$ cat src/rtl/layer_stage_ctrl_if.sv
// layer_stage_ctrl_if: control bundle between the layer sequencer and its stage engines
interface layer_stage_ctrl_if #(
    parameter int LW = 4
);
    logic          ln_start;
    logic [6:0]    stage_done;
    logic          err_clr;
    logic [6:0]    stage_start;
    logic          linear2_done;
    logic [LW-1:0] layer_idx;
    logic [1:0]    lin_sel;
    logic          lin_busy;
    logic          busy;
    logic [1:0]    err;

    modport master (
        output ln_start, stage_done, err_clr,
        input  stage_start, linear2_done, layer_idx, lin_sel, lin_busy, busy, err
    );

    modport slave (
        input  ln_start, stage_done, err_clr,
        output stage_start, linear2_done, layer_idx, lin_sel, lin_busy, busy, err
    );
endinterface

$ cat src/rtl/layer_stage_ctrl.sv
// layer_stage_ctrl: sequences LN1..FC2 of one transformer layer with watchdog and sticky errors
module layer_stage_ctrl #(
    parameter int NUM_LAYER   = 12,
    parameter int TIMEOUT_CYC = 65535
) (
    input logic               clk,
    input logic               reset_n,
    layer_stage_ctrl_if.slave bus_io
);
    localparam int LW = NUM_LAYER > 1 ? $clog2(NUM_LAYER) : 1;
    localparam int CW = TIMEOUT_CYC > 0 ? $clog2(TIMEOUT_CYC + 1) : 1;

    typedef enum logic [2:0] {IDLE, LN1, QKV, ATTN, PROJ, LN2, FC1, FC2} state_t;

    state_t        state_q, state_d;
    logic [CW-1:0] cnt_q, cnt_d;
    logic [6:0]    stage_start_q, stage_start_d;
    logic          linear2_done_q, linear2_done_d;
    logic [LW-1:0] layer_idx_q, layer_idx_d;
    logic [1:0]    lin_sel_q, lin_sel_d;
    logic          lin_busy_q, lin_busy_d;
    logic          busy_q, busy_d;
    logic [1:0]    err_q, err_d;
    logic [6:0]    own_mask;
    logic          hit, stray, timeout, perr, fc2_done;

    // next state and next registered outputs; bit k of stage_done belongs to state k+1
    always_comb begin
        own_mask       = 7'((8'd1 << state_q) >> 1);
        hit            = |(bus_io.stage_done & own_mask);
        stray          = |(bus_io.stage_done & ~own_mask);
        timeout        = (TIMEOUT_CYC != 0) && (state_q != IDLE) && !hit && (cnt_q == CW'(TIMEOUT_CYC));
        perr           = stray || (bus_io.ln_start && state_q != IDLE);
        fc2_done       = hit && state_q == FC2;
        state_d        = state_q == IDLE ? (bus_io.ln_start ? LN1 : IDLE)
                       : hit ? (fc2_done ? IDLE : state_t'(state_q + 3'd1))
                       : timeout ? IDLE : state_q;
        stage_start_d  = state_d != state_q ? 7'((8'd1 << state_d) >> 1) : 7'd0;
        linear2_done_d = fc2_done;
        layer_idx_d    = !fc2_done ? layer_idx_q
                       : layer_idx_q == LW'(NUM_LAYER - 1) ? '0 : layer_idx_q + LW'(1);
        lin_sel_d      = state_d == QKV ? 2'd0 : state_d == PROJ ? 2'd1
                       : state_d == FC1 ? 2'd2 : state_d == FC2 ? 2'd3 : lin_sel_q;
        lin_busy_d     = state_d inside {QKV, PROJ, FC1, FC2};
        busy_d         = state_d != IDLE;
        cnt_d          = (state_d == state_q && state_d != IDLE) ? cnt_q + CW'(1) : '0;
        err_d          = (bus_io.err_clr ? 2'b00 : err_q) | {timeout, perr};
    end

    // state, stage counter and all outputs registered together
    always_ff @(posedge clk or negedge reset_n) begin
        if (!reset_n) begin
            state_q        <= IDLE;
            cnt_q          <= '0;
            stage_start_q  <= '0;
            linear2_done_q <= 1'b0;
            layer_idx_q    <= '0;
            lin_sel_q      <= 2'd0;
            lin_busy_q     <= 1'b0;
            busy_q         <= 1'b0;
            err_q          <= 2'b00;
        end else begin
            state_q        <= state_d;
            cnt_q          <= cnt_d;
            stage_start_q  <= stage_start_d;
            linear2_done_q <= linear2_done_d;
            layer_idx_q    <= layer_idx_d;
            lin_sel_q      <= lin_sel_d;
            lin_busy_q     <= lin_busy_d;
            busy_q         <= busy_d;
            err_q          <= err_d;
        end
    end

    assign bus_io.stage_start  = stage_start_q;
    assign bus_io.linear2_done = linear2_done_q;
    assign bus_io.layer_idx    = layer_idx_q;
    assign bus_io.lin_sel      = lin_sel_q;
    assign bus_io.lin_busy     = lin_busy_q;
    assign bus_io.busy         = busy_q;
    assign bus_io.err          = err_q;
endmodule

$ cat src/flat_wrapper.sv
// flat-port wrapper written by rule: the top's interface ports become plain ports
module layer_stage_ctrl_flat 
#(
    parameter int NUM_LAYER   = 12,
    parameter int TIMEOUT_CYC = 65535
)
  (clk, reset_n, bus_io_ln_start, bus_io_stage_done, bus_io_err_clr, bus_io_stage_start, bus_io_linear2_done, bus_io_layer_idx, bus_io_lin_sel, bus_io_lin_busy, bus_io_busy, bus_io_err);
  layer_stage_ctrl_if #(.LW(4)) bus_io_i ();
  input logic clk;
  input logic reset_n;
  input wire logic [$bits(bus_io_i.ln_start)-1:0] bus_io_ln_start;
  input wire logic [$bits(bus_io_i.stage_done)-1:0] bus_io_stage_done;
  input wire logic [$bits(bus_io_i.err_clr)-1:0] bus_io_err_clr;
  output wire logic [$bits(bus_io_i.stage_start)-1:0] bus_io_stage_start;
  output wire logic [$bits(bus_io_i.linear2_done)-1:0] bus_io_linear2_done;
  output wire logic [$bits(bus_io_i.layer_idx)-1:0] bus_io_layer_idx;
  output wire logic [$bits(bus_io_i.lin_sel)-1:0] bus_io_lin_sel;
  output wire logic [$bits(bus_io_i.lin_busy)-1:0] bus_io_lin_busy;
  output wire logic [$bits(bus_io_i.busy)-1:0] bus_io_busy;
  output wire logic [$bits(bus_io_i.err)-1:0] bus_io_err;
  assign bus_io_i.ln_start = bus_io_ln_start;
  assign bus_io_i.stage_done = bus_io_stage_done;
  assign bus_io_i.err_clr = bus_io_err_clr;
  assign bus_io_stage_start = bus_io_i.stage_start;
  assign bus_io_linear2_done = bus_io_i.linear2_done;
  assign bus_io_layer_idx = bus_io_i.layer_idx;
  assign bus_io_lin_sel = bus_io_i.lin_sel;
  assign bus_io_lin_busy = bus_io_i.lin_busy;
  assign bus_io_busy = bus_io_i.busy;
  assign bus_io_err = bus_io_i.err;
  layer_stage_ctrl #(.NUM_LAYER(NUM_LAYER), .TIMEOUT_CYC(TIMEOUT_CYC)) u_core (.clk(clk), .reset_n(reset_n), .bus_io(bus_io_i));
endmodule
$ cat config.mk
export PLATFORM = sky130hd
export DESIGN_NAME = layer_stage_ctrl_flat
export DESIGN_NICKNAME = d
export VERILOG_FILES = /design/src/rtl/layer_stage_ctrl_if.sv /design/src/rtl/layer_stage_ctrl.sv /design/src/flat_wrapper.sv
export SDC_FILE = /design/constraint.sdc
export NUM_CORES = 1
export LEC_CHECK = 0
export BUFFER_PORTS_ARGS = -buffer_cell sky130_fd_sc_hd__buf_4
export CAP_MARGIN = 20
export CORE_MARGIN = 5
export CORE_UTILIZATION = 57
export CTS_CLUSTER_DIAMETER = 200
export DETAILED_ROUTE_END_ITERATION = 16
export GPL_ROUTABILITY_DRIVEN = 1
export PLACE_DENSITY = 0.9
export SETUP_SLACK_MARGIN = 0.02
export SKIP_CTS_REPAIR_TIMING = 1
export SLEW_MARGIN = 20
export SYNTH_ARGS = -nofsm -noshare
export SYNTH_HDL_FRONTEND = slang
export SYNTH_SLANG_ARGS = --single-unit
$ cat constraint.sdc
create_clock -name clk -period 3.12 [get_ports clk]
set_clock_uncertainty 0.2 [all_clocks]
set_input_delay 0.312 -clock clk [delete_from_list [all_inputs] [get_ports clk]]
set_output_delay 0.312 -clock clk [all_outputs]
set_load 0.01 [all_outputs]
# == Word-level counts from Yosys, hierarchy flattened ==
# Index checks and enable logic that the tools add are counted.
# word_totals
latch_bits,0
memories,0
reg_bits,37
ramBits,0
elab_cells,53
in_bits,11
romBits,0
# op_classes
n_reduce_logical,13
mux,13
multipliers,0
shift,2
n_lt_le_gt_ge,0
div,0
n_eq_ne,9
add_sub_neg,3
bitwise,4
# op_table
cell,n
"adder 16 x 1 -> 16 bit, second input constant",1
"equality test 16 bit, second input constant",1
two-way mux 16 bit,1
"left shift 1 x 3 -> 8 bit, first input constant",2
AND 7 bit,2
OR reduction 7 bit,2
"equality test 3 bit, second input constant",4
two-way mux 3 bit,4
two-way mux 2 bit,5
two-way mux 7 bit,1
NOT 7 bit,1
nonzero test 3 bit,2
logical AND 1 bit,5
"adder 4 x 1 -> 4 bit, second input constant",1
"equality test 4 bit, second input constant",1
two-way mux 4 bit,1
nonzero test 4 bit,1
"adder 3 x 1 -> 3 bit, second input constant",1
"equality test 3 x 2 -> 1 bit, second input constant",1
equality test 3 bit,1
zero test 3 bit,1
inequality test 3 bit,1
OR 2 bit,1
zero test 1 bit,1
other kinds (2),2

# == Depth between registers and ports, before layout ==
# Gate-level depths: netlist of run 1.
# logic_depth
depth_word,14
mapped_depth,11
mapped_depth_nobuf,9

# == Worst setup path after synthesis of run 1 ==
# No wires, ideal clock.
# synth_path
kind,reg2reg
start,reg u_core.state_q[0]
end,reg u_core.cnt_q[14]
t_arrival_ps,2356
setup_ps,123
slack_ps,441
stages_incl_launch_ff,11
required_time_ps,2797
path_cell_list,dfrtp_1 -> ha_1 -> ha_1 -> a22oi_1 -> o211a_4 -> a21oi_1 -> a41o_1 -> buf_4 -> nor3_4 -> buf_6 -> nor3b_2
# synth_via
elab_chain_cells,12
# synth_lines
item,line_no,text
from (decl),layer_stage_ctrl.sv:15,"state_t state_q, state_d;"
from (signal assigned),layer_stage_ctrl.sv:63,state_q <= state_d;
left shift 1 x 3 -> 8 bit,layer_stage_ctrl.sv:29,own_mask = 7'((8'd1 << state_q) >> 1);
AND 7 bit,layer_stage_ctrl.sv:30,hit = |(bus_io.stage_done & own_mask);
OR reduction 7 bit,layer_stage_ctrl.sv:30,
zero test 1 bit,layer_stage_ctrl.sv:32,timeout = (TIMEOUT_CYC != 0) && (state_q != IDLE) && !hit && (cnt_q == CW'(TIMEOUT_CYC));
logical AND 1 bit (2 in series),layer_stage_ctrl.sv:32,
two-way mux 3 bit,layer_stage_ctrl.sv:37,: timeout ? IDLE : state_q;
two-way mux 3 bit,layer_stage_ctrl.sv:36,: hit ? (fc2_done ? IDLE : state_t'(state_q + 3'd1))
two-way mux 3 bit *,layer_stage_ctrl.sv:35,state_d = state_q == IDLE ? (bus_io.ln_start ? LN1 : IDLE)
net u_core.state_d[1],layer_stage_ctrl.sv:15,
equality test 3 bit / nonzero test 3 bit (equally long branches),layer_stage_ctrl.sv:46,cnt_d = (state_d == state_q && state_d != IDLE) ? cnt_q + CW'(1) : '0;
logical AND 1 bit *,layer_stage_ctrl.sv:46,
two-way mux 16 bit *,layer_stage_ctrl.sv:46,
net u_core.cnt_d[14],layer_stage_ctrl.sv:16,"logic [CW-1:0] cnt_q, cnt_d;"
to (signal assigned),layer_stage_ctrl.sv:64,cnt_q <= cnt_d;
to (decl),layer_stage_ctrl.sv:16,
# The timed path passes the listed nets; every way through them passes the cells marked *.
# A chain may end at the register's enable or synchronous reset.

# == Worst setup path in the final report of run 1 ==
# layout_path
start,reg u_core.state_q[0]
end,reg u_core.cnt_q[3]
# layout_via
elab_chain_cells,12
# layout_lines
item,line_no
left shift 1 x 3 -> 8 bit,layer_stage_ctrl.sv:29
AND 7 bit,layer_stage_ctrl.sv:30
OR reduction 7 bit,layer_stage_ctrl.sv:30
zero test 1 bit,layer_stage_ctrl.sv:32
logical AND 1 bit (2 in series),layer_stage_ctrl.sv:32
two-way mux 3 bit,layer_stage_ctrl.sv:37
two-way mux 3 bit,layer_stage_ctrl.sv:36
two-way mux 3 bit,layer_stage_ctrl.sv:35
equality test 3 bit / nonzero test 3 bit (equally long branches),layer_stage_ctrl.sv:46
logical AND 1 bit *,layer_stage_ctrl.sv:46
two-way mux 16 bit *,layer_stage_ctrl.sv:46
net u_core.cnt_d[3],layer_stage_ctrl.sv:16
# Marked as above.

==> results of run 1 <==
[cell families after synthesis]
group	share of synthesized area, %
simple gates	25.4
compound gates	13.2
mux	3.12
fa+ha+maj	4.63
buf+inv	4.74
flops	42.8
xor+xnor	6.07
[final timing paths]
check                                  start                            to  slack [ns]  cells past startpoint
max                        u_core.state_q[0]               u_core.cnt_q[3]        0.20                     10
min in group asynchronous            reset_n              u_core.cnt_q[15]        0.32                      2
min reg2reg                  u_core.cnt_q[0]               u_core.cnt_q[0]        0.32                      1
min                           bus_io_err_clr          u_core.bus_io.err[1]        0.04                      2
max reg2reg                u_core.state_q[0]               u_core.cnt_q[3]        0.20                     10
max in group asynchronous            reset_n  u_core.bus_io.stage_start[3]        2.08                      2
[registers in the layout, summed over array words and instances (netlist names)]
| signal | cells |
|---|---|
| u_core.bus_io.layer_idx | 4 |
| u_core.bus_io.err | 2 |
| u_core.cnt_q | 16 |
| u_core.bus_io.busy | 1 |
| u_core.bus_io.linear2_done | 1 |
| u_core.bus_io.lin_busy | 1 |
| u_core.state_q | 3 |
| u_core.bus_io.lin_sel | 2 |
| u_core.bus_io.stage_start | 7 |
[synth_stat cells (3+ instances only)]
cell | number | share of area, %
nor2_1 | 12 | 2.1
ha_1 | 8 | 4.6
nand2b_1 | 3 | 0.87
nand3_1 | 11 | 2.5
and2_1 | 3 | 0.87
nor3b_2 | 9 | 5.2
and3_1 | 4 | 1.2
o21ai_0 | 4 | 0.93
nor4_1 | 6 | 1.7
xnor2_1 | 9 | 3.6
a21oi_1 | 5 | 1.2
xor2_1 | 6 | 2.4
nor3b_1 | 6 | 2.1
inv_1 | 13 | 2.3
nand4_1 | 3 | 0.87
a31oi_1 | 3 | 0.87
mux2_2 | 4 | 2.1
nor3_1 | 5 | 1.2
nand2_1 | 10 | 1.7
dfrtp_1 | 37 | 43
[layer usage]
| metal | share of wire (%) | track usage [%] |
|---|---|---|
| met4 | 1.2 | 7.31 |
| met5 | 0 | 0 |
| met1 | 44 | 22.2 |
| met3 | 4.6 | 5.47 |
| met2 | 50 | 32.2 |
[where the power goes]
group          leakage, nW  internal [mW]  switching [mW]  total (mW)
clock               0.0450          0.155           0.159       0.313
sequential           0.497          0.558          0.0715       0.629
combinational        0.551          0.479           0.624        1.10
[cell type report]
class | count | area [sq um] | share of cell area (%)
clock inverter | 2 | 10.0 | 0.396
inverter | 15 | 56.3 | 2.23
tap | 48 | 60.1 | 2.38
clock buffer | 6 | 72.6 | 2.87
multi-input combinational | 144 | 1140 | 45.3
timing repair buffer | 34 | 258 | 10.2
sequential | 37 | 926 | 36.6
==> out/results.ini, run 1 <==
[global_route]
grt_usage_pct = 18.8
grt_antenna_before_repair = 0
grt_pass1_wl_um = 7620
grt_overflow_total = 0
grt_max_degree = 38
grt_pass1_vias = 1682

[yosys]
synth_nets = 221
synthCells = 202
synth_seq_area_share_pct = 42.8
syn_avg_cell_area_sq_um = 10.7
synth_cell_type_count = 54
syn_area_sq_um = 2160
async_flop_share_pct = 100
synthFlopType = dfrtp_1
yosysWarnings = 0
synth_edf_count = 0
synth.ff_latch_count = 37

[cells_and_area]
post-route-util_pct = 69.0
final_cell_mix = 37 x dfrtp_1, 33 x buf_4, 13 x inv_1
drive_above_1_share_pct = 29.8
fin_area_sq_um = 2530
antenna-diode-count = 0
nFillCells = 295
fin_cells = 286
areaGrowthSynthToFinish_pct = 16.8
nNetsFinal = 256
layout.cells.most_common = dfrtp_1

[floorplan]
die_area_sq_um = 5130
die_w_um = 71.6
die_h_um = 71.6
initial_utilization_pct = 59.1
row_count = 22
boundaryPins = 29
core_sq_um = 3660

[detailed_routing]
initialDrtViolationCount = 124
drt_pass1_iterations = 4
vias = 1637
drc = 0
wl_per_cell_um = 15.6
vias_per_cell = 5.72
drt_wl_total_um = 4470
ant_nets = 0

[placed_design]
hpwlAfterDp_um = 3250
place.gp.congestion = 0.947
place_ws_ns = 0.132
place_area_sq_um = 2420
placed_cells = 277
port_buffers = 28

[setup_path]
end_kind = flop
path_max_fanout = 23
critical_path_buf_inv_count = 3
cp.required_ns = 3.11
path_common_cell = buf_4
crit_arrival_ns = 2.91
critPathLaunchType = flop
max_stage_delay_ns = 0.48
crit_type = flop to flop
path_cells = inv_1, ha_1, nand2b_1, buf_4, nand3_1, a221oi_1, a31oi_1, nor4b_4, buf_4, nor3b_1
cpLargestDelayFamily = simple AND/OR/NAND/NOR gates
slowest_stage = dfrtp_1

[timing]
whs_ns = 0.0363
fmax_mhz = 342
worstMarginPinSlew_ns = 0.467
timing.final.crit_period_ns = 2.92
hold_viol = 0
final-setup-viol-count = 0
max_slew_margin_pct = 68.6
finalSetupTns_ns = 0
period_share_pct = 93.6
timing.final.ws_setup_ns = 0.199
slew_viol_final = 0

[cts]
htree_num_levels = 2
cts_tree = built
numCtsBuffers = 5
worstSkewPairLatency_ns = 0.28
clk_pin_slew_ns = 0.07
cts_sinks = 37
clockBufferDepth = 2
cts_root_buf = clkbuf_8

[hold_path]
hp-class = input port to flop

[power]
peakVddDrop_mv = 0.432
cellPowerDensity_nw_per_um2 = 809
leakage_nw = 1.09
power_mw = 2.05

[run_status]
status = finished clean

[flow_run]
drv_cap = 0

No activity file was read; power rests on OpenSTA's default activity.
==> inputs of run 2 (changes only) <==
ABC_AREA = 1   (was unset)
==> out/results.ini, run 2 <==
[cells_and_area]
nNetsFinal = 285
multi_input_area_sq_um = 1020
largest_reg_flops = 16
antenna-diode-count = 0
drive_above_1_share_pct = 29.2
final_cell_mix = 37 x nand2_1, 37 x dfrtp_1, 30 x inv_1
nFillCells = 291
areaGrowthSynthToFinish_pct = 17.3
regMostFlops = u_core.cnt_q
regArea_sq_um = 926

[global_route]
grt_util_met1_pct = 21.2
grt_overflow_total = 0
grt_antenna_before_repair = 0
grt_max_degree = 38
grt_usage_pct = 17.5
grt_pass1_wl_um = 7000
grt_pass1_vias = 1607
top_usage_layer = met2
grt_use_met2_pct = 30.1
met3_usage_pct = 4.83

[cts]
clk_pin_slew_ns = 0.07
worstSkewPairLatency_ns = 0.29
cts_tree = built
cts_sinks = 37
cts_root_buf = clkbuf_8
clockBufferDepth = 2
numCtsBuffers = 5
htree_num_levels = 2

[timing]
timing.final.ws_setup_ns = 0.430
slew_viol_final = 0
period_share_pct = 86.2
rsz0062_at_grt = no
hold_viol = 0
final-setup-viol-count = 0
worstMarginPinSlew_ns = 0.493
finalSetupTns_ns = 0
timing.final.crit_period_ns = 2.69
max_slew_margin_pct = 67.1
fmax_mhz = 372

[yosys]
synth.area.top_cells = dfrtp_1 44%, nor2_4 8.0%, nand2_1 6.6%, inv_1 5.3%, nor2_1 4.8%
synth_cell_type_count = 30
synthFlopType = dfrtp_1
synth_edf_count = 0
synth_top_area_share_pct = 43.8
synth_seq_area_share_pct = 43.8
synth.ff_latch_count = 37
syn_area_sq_um = 2110
syn_avg_cell_area_sq_um = 9.11
yosysWarnings = 0
async_flop_share_pct = 100
yosys.area.top_type = dfrtp_1
synth_common_cells = 37 x dfrtp_1, 37 x nand2_1, 30 x inv_1
synth_nets = 251
synthCells = 232

[detailed_routing]
wl_per_cell_um = 12.5
drt_pass1_iterations = 6
drc = 0
vias = 1582
vias_per_cell = 5.02
initialDrtViolationCount = 81
ant_nets = 0
drt_wl_total_um = 3920

[setup_path]
critPathLaunchType = flop
reg2reg_slack_ns = 0.43
r2r_start = u_core.state_q[0]
crit_arrival_ns = 2.70
cp-endpoint = u_core.cnt_q[15]
end_kind = flop
crit_type = flop to flop
path_max_fanout = 16
cp-startpoint = u_core.state_q[0]
max_stage_delay_ns = 0.45
r2r-end = u_core.cnt_q[15]
ff2ff_path_depth = 13
path_cells = ha_1, ha_1, nand2_1, inv_1, nor2_2, nand2_4, o21ai_2, nand3_2, nand2_1, nand2_2, nor2_4, nand3_4, nor2_1
slowest_stage = dfrtp_1
cp.required_ns = 3.13

[floorplan]
die_area_sq_um = 5030
initial_utilization_pct = 58.2
die_h_um = 70.9
die_w_um = 70.9
boundaryPins = 29
row_count = 22
core_sq_um = 3630

[run_status]
status = finished clean

[power]
leakage_nw = 1.17
peakVddDrop_mv = 0.796
cellPowerDensity_nw_per_um2 = 911

[flow_run]
drv_cap = 0

[placed_design]
hpwlAfterDp_um = 2800
port_buffers = 28
place_ws_ns = 0.442
place.gp.congestion = 0.849

[hold_path]
hp-class = input port to flop

==> run 2: how the worst min path moves through the flow <==
stage,startpoint,end,slack [ns],cells past startpoint
floorplan,reset_n,u_core.bus_io.busy,-0.18,0
global placement,reset_n,u_core.bus_io.layer_idx[2],0.09,1
detailed placement,reset_n,u_core.bus_io.layer_idx[2],0.1,1
CTS,reset_n,u_core.bus_io.layer_idx[2],-0.22,1
global route,bus_io_stage_done[3],u_core.bus_io.err[0],0.08,3
finish,bus_io_stage_done[3],u_core.bus_io.err[0],0.07,3
==> run 2: final cells by class <==
type,instances,area share (%)
flip-flops and latches,37,37.3
well taps,48,2.42
inverters,33,5.60
clock buffers,7,3.48
clock inverters,1,1.21
repair buffers,29,8.88
multi-input cells,160,41.1
==> run 2: kinds of logic (layout without fill, tap and decap cells) <==
logic type               Yosys count  in the layout  synth area share [%]
XOR/XNOR                          10             10                  4.14
AND/OR/NAND/NOR                  121            121                  33.1
buffers and inverters             35             70                  8.05
flip-flops                        37             37                  43.8
AO/OA/AOI/OAI                     21             21                  6.15
adder cells (fa/ha/maj)            8              8                  4.73
==> run 2: critical path: cells and delay by family, from the launching register on <==
family,cells,cell delay (ns)
buffers and inverters,1,0.05
AOI/OAI and AO/OA,1,0.10
DFF,1,0.45
and+or+nand+nor,9,1.30
adders and majority gates,2,0.52
==> run 2: power by group <==
group          total, mW  leakage [nW]  switching, mW  internal, mW
Clock              0.426        0.0585          0.166         0.261
Sequential         0.660         0.487         0.0807         0.579
Combinational       1.17         0.627          0.790         0.383
Total               2.26          1.17           1.04          1.22
==> run 2: layer usage <==
| layer | vias up | routed length (um) |
|---|---|---|
| met2 | 25 | 2100 |
| met5 | - | 0 |
| met1 | 761 | 1620 |
| met3 | 5 | 151 |
| met4 | 0 | 49 |
| li1 | 791 | - |
==> run 2: through the flow <==
stage / utilization [%] / cell area, sq um / power, mW / instances / hold WS (ns)
floorplan: - / 2110 / 1.62 / 232 / -0.184
global placement: 64.8 / 2350 / 1.80 / 306 / 0.0911
detailed placement: 64.8 / 2350 / 1.83 / 306 / 0.0957
CTS: 68.0 / 2470 / 2.27 / 314 / -0.218
global route: 68.3 / 2480 / 2.44 / 315 / 0.0787
finish: 68.3 / 2480 / 2.26 / 315 / 0.0663
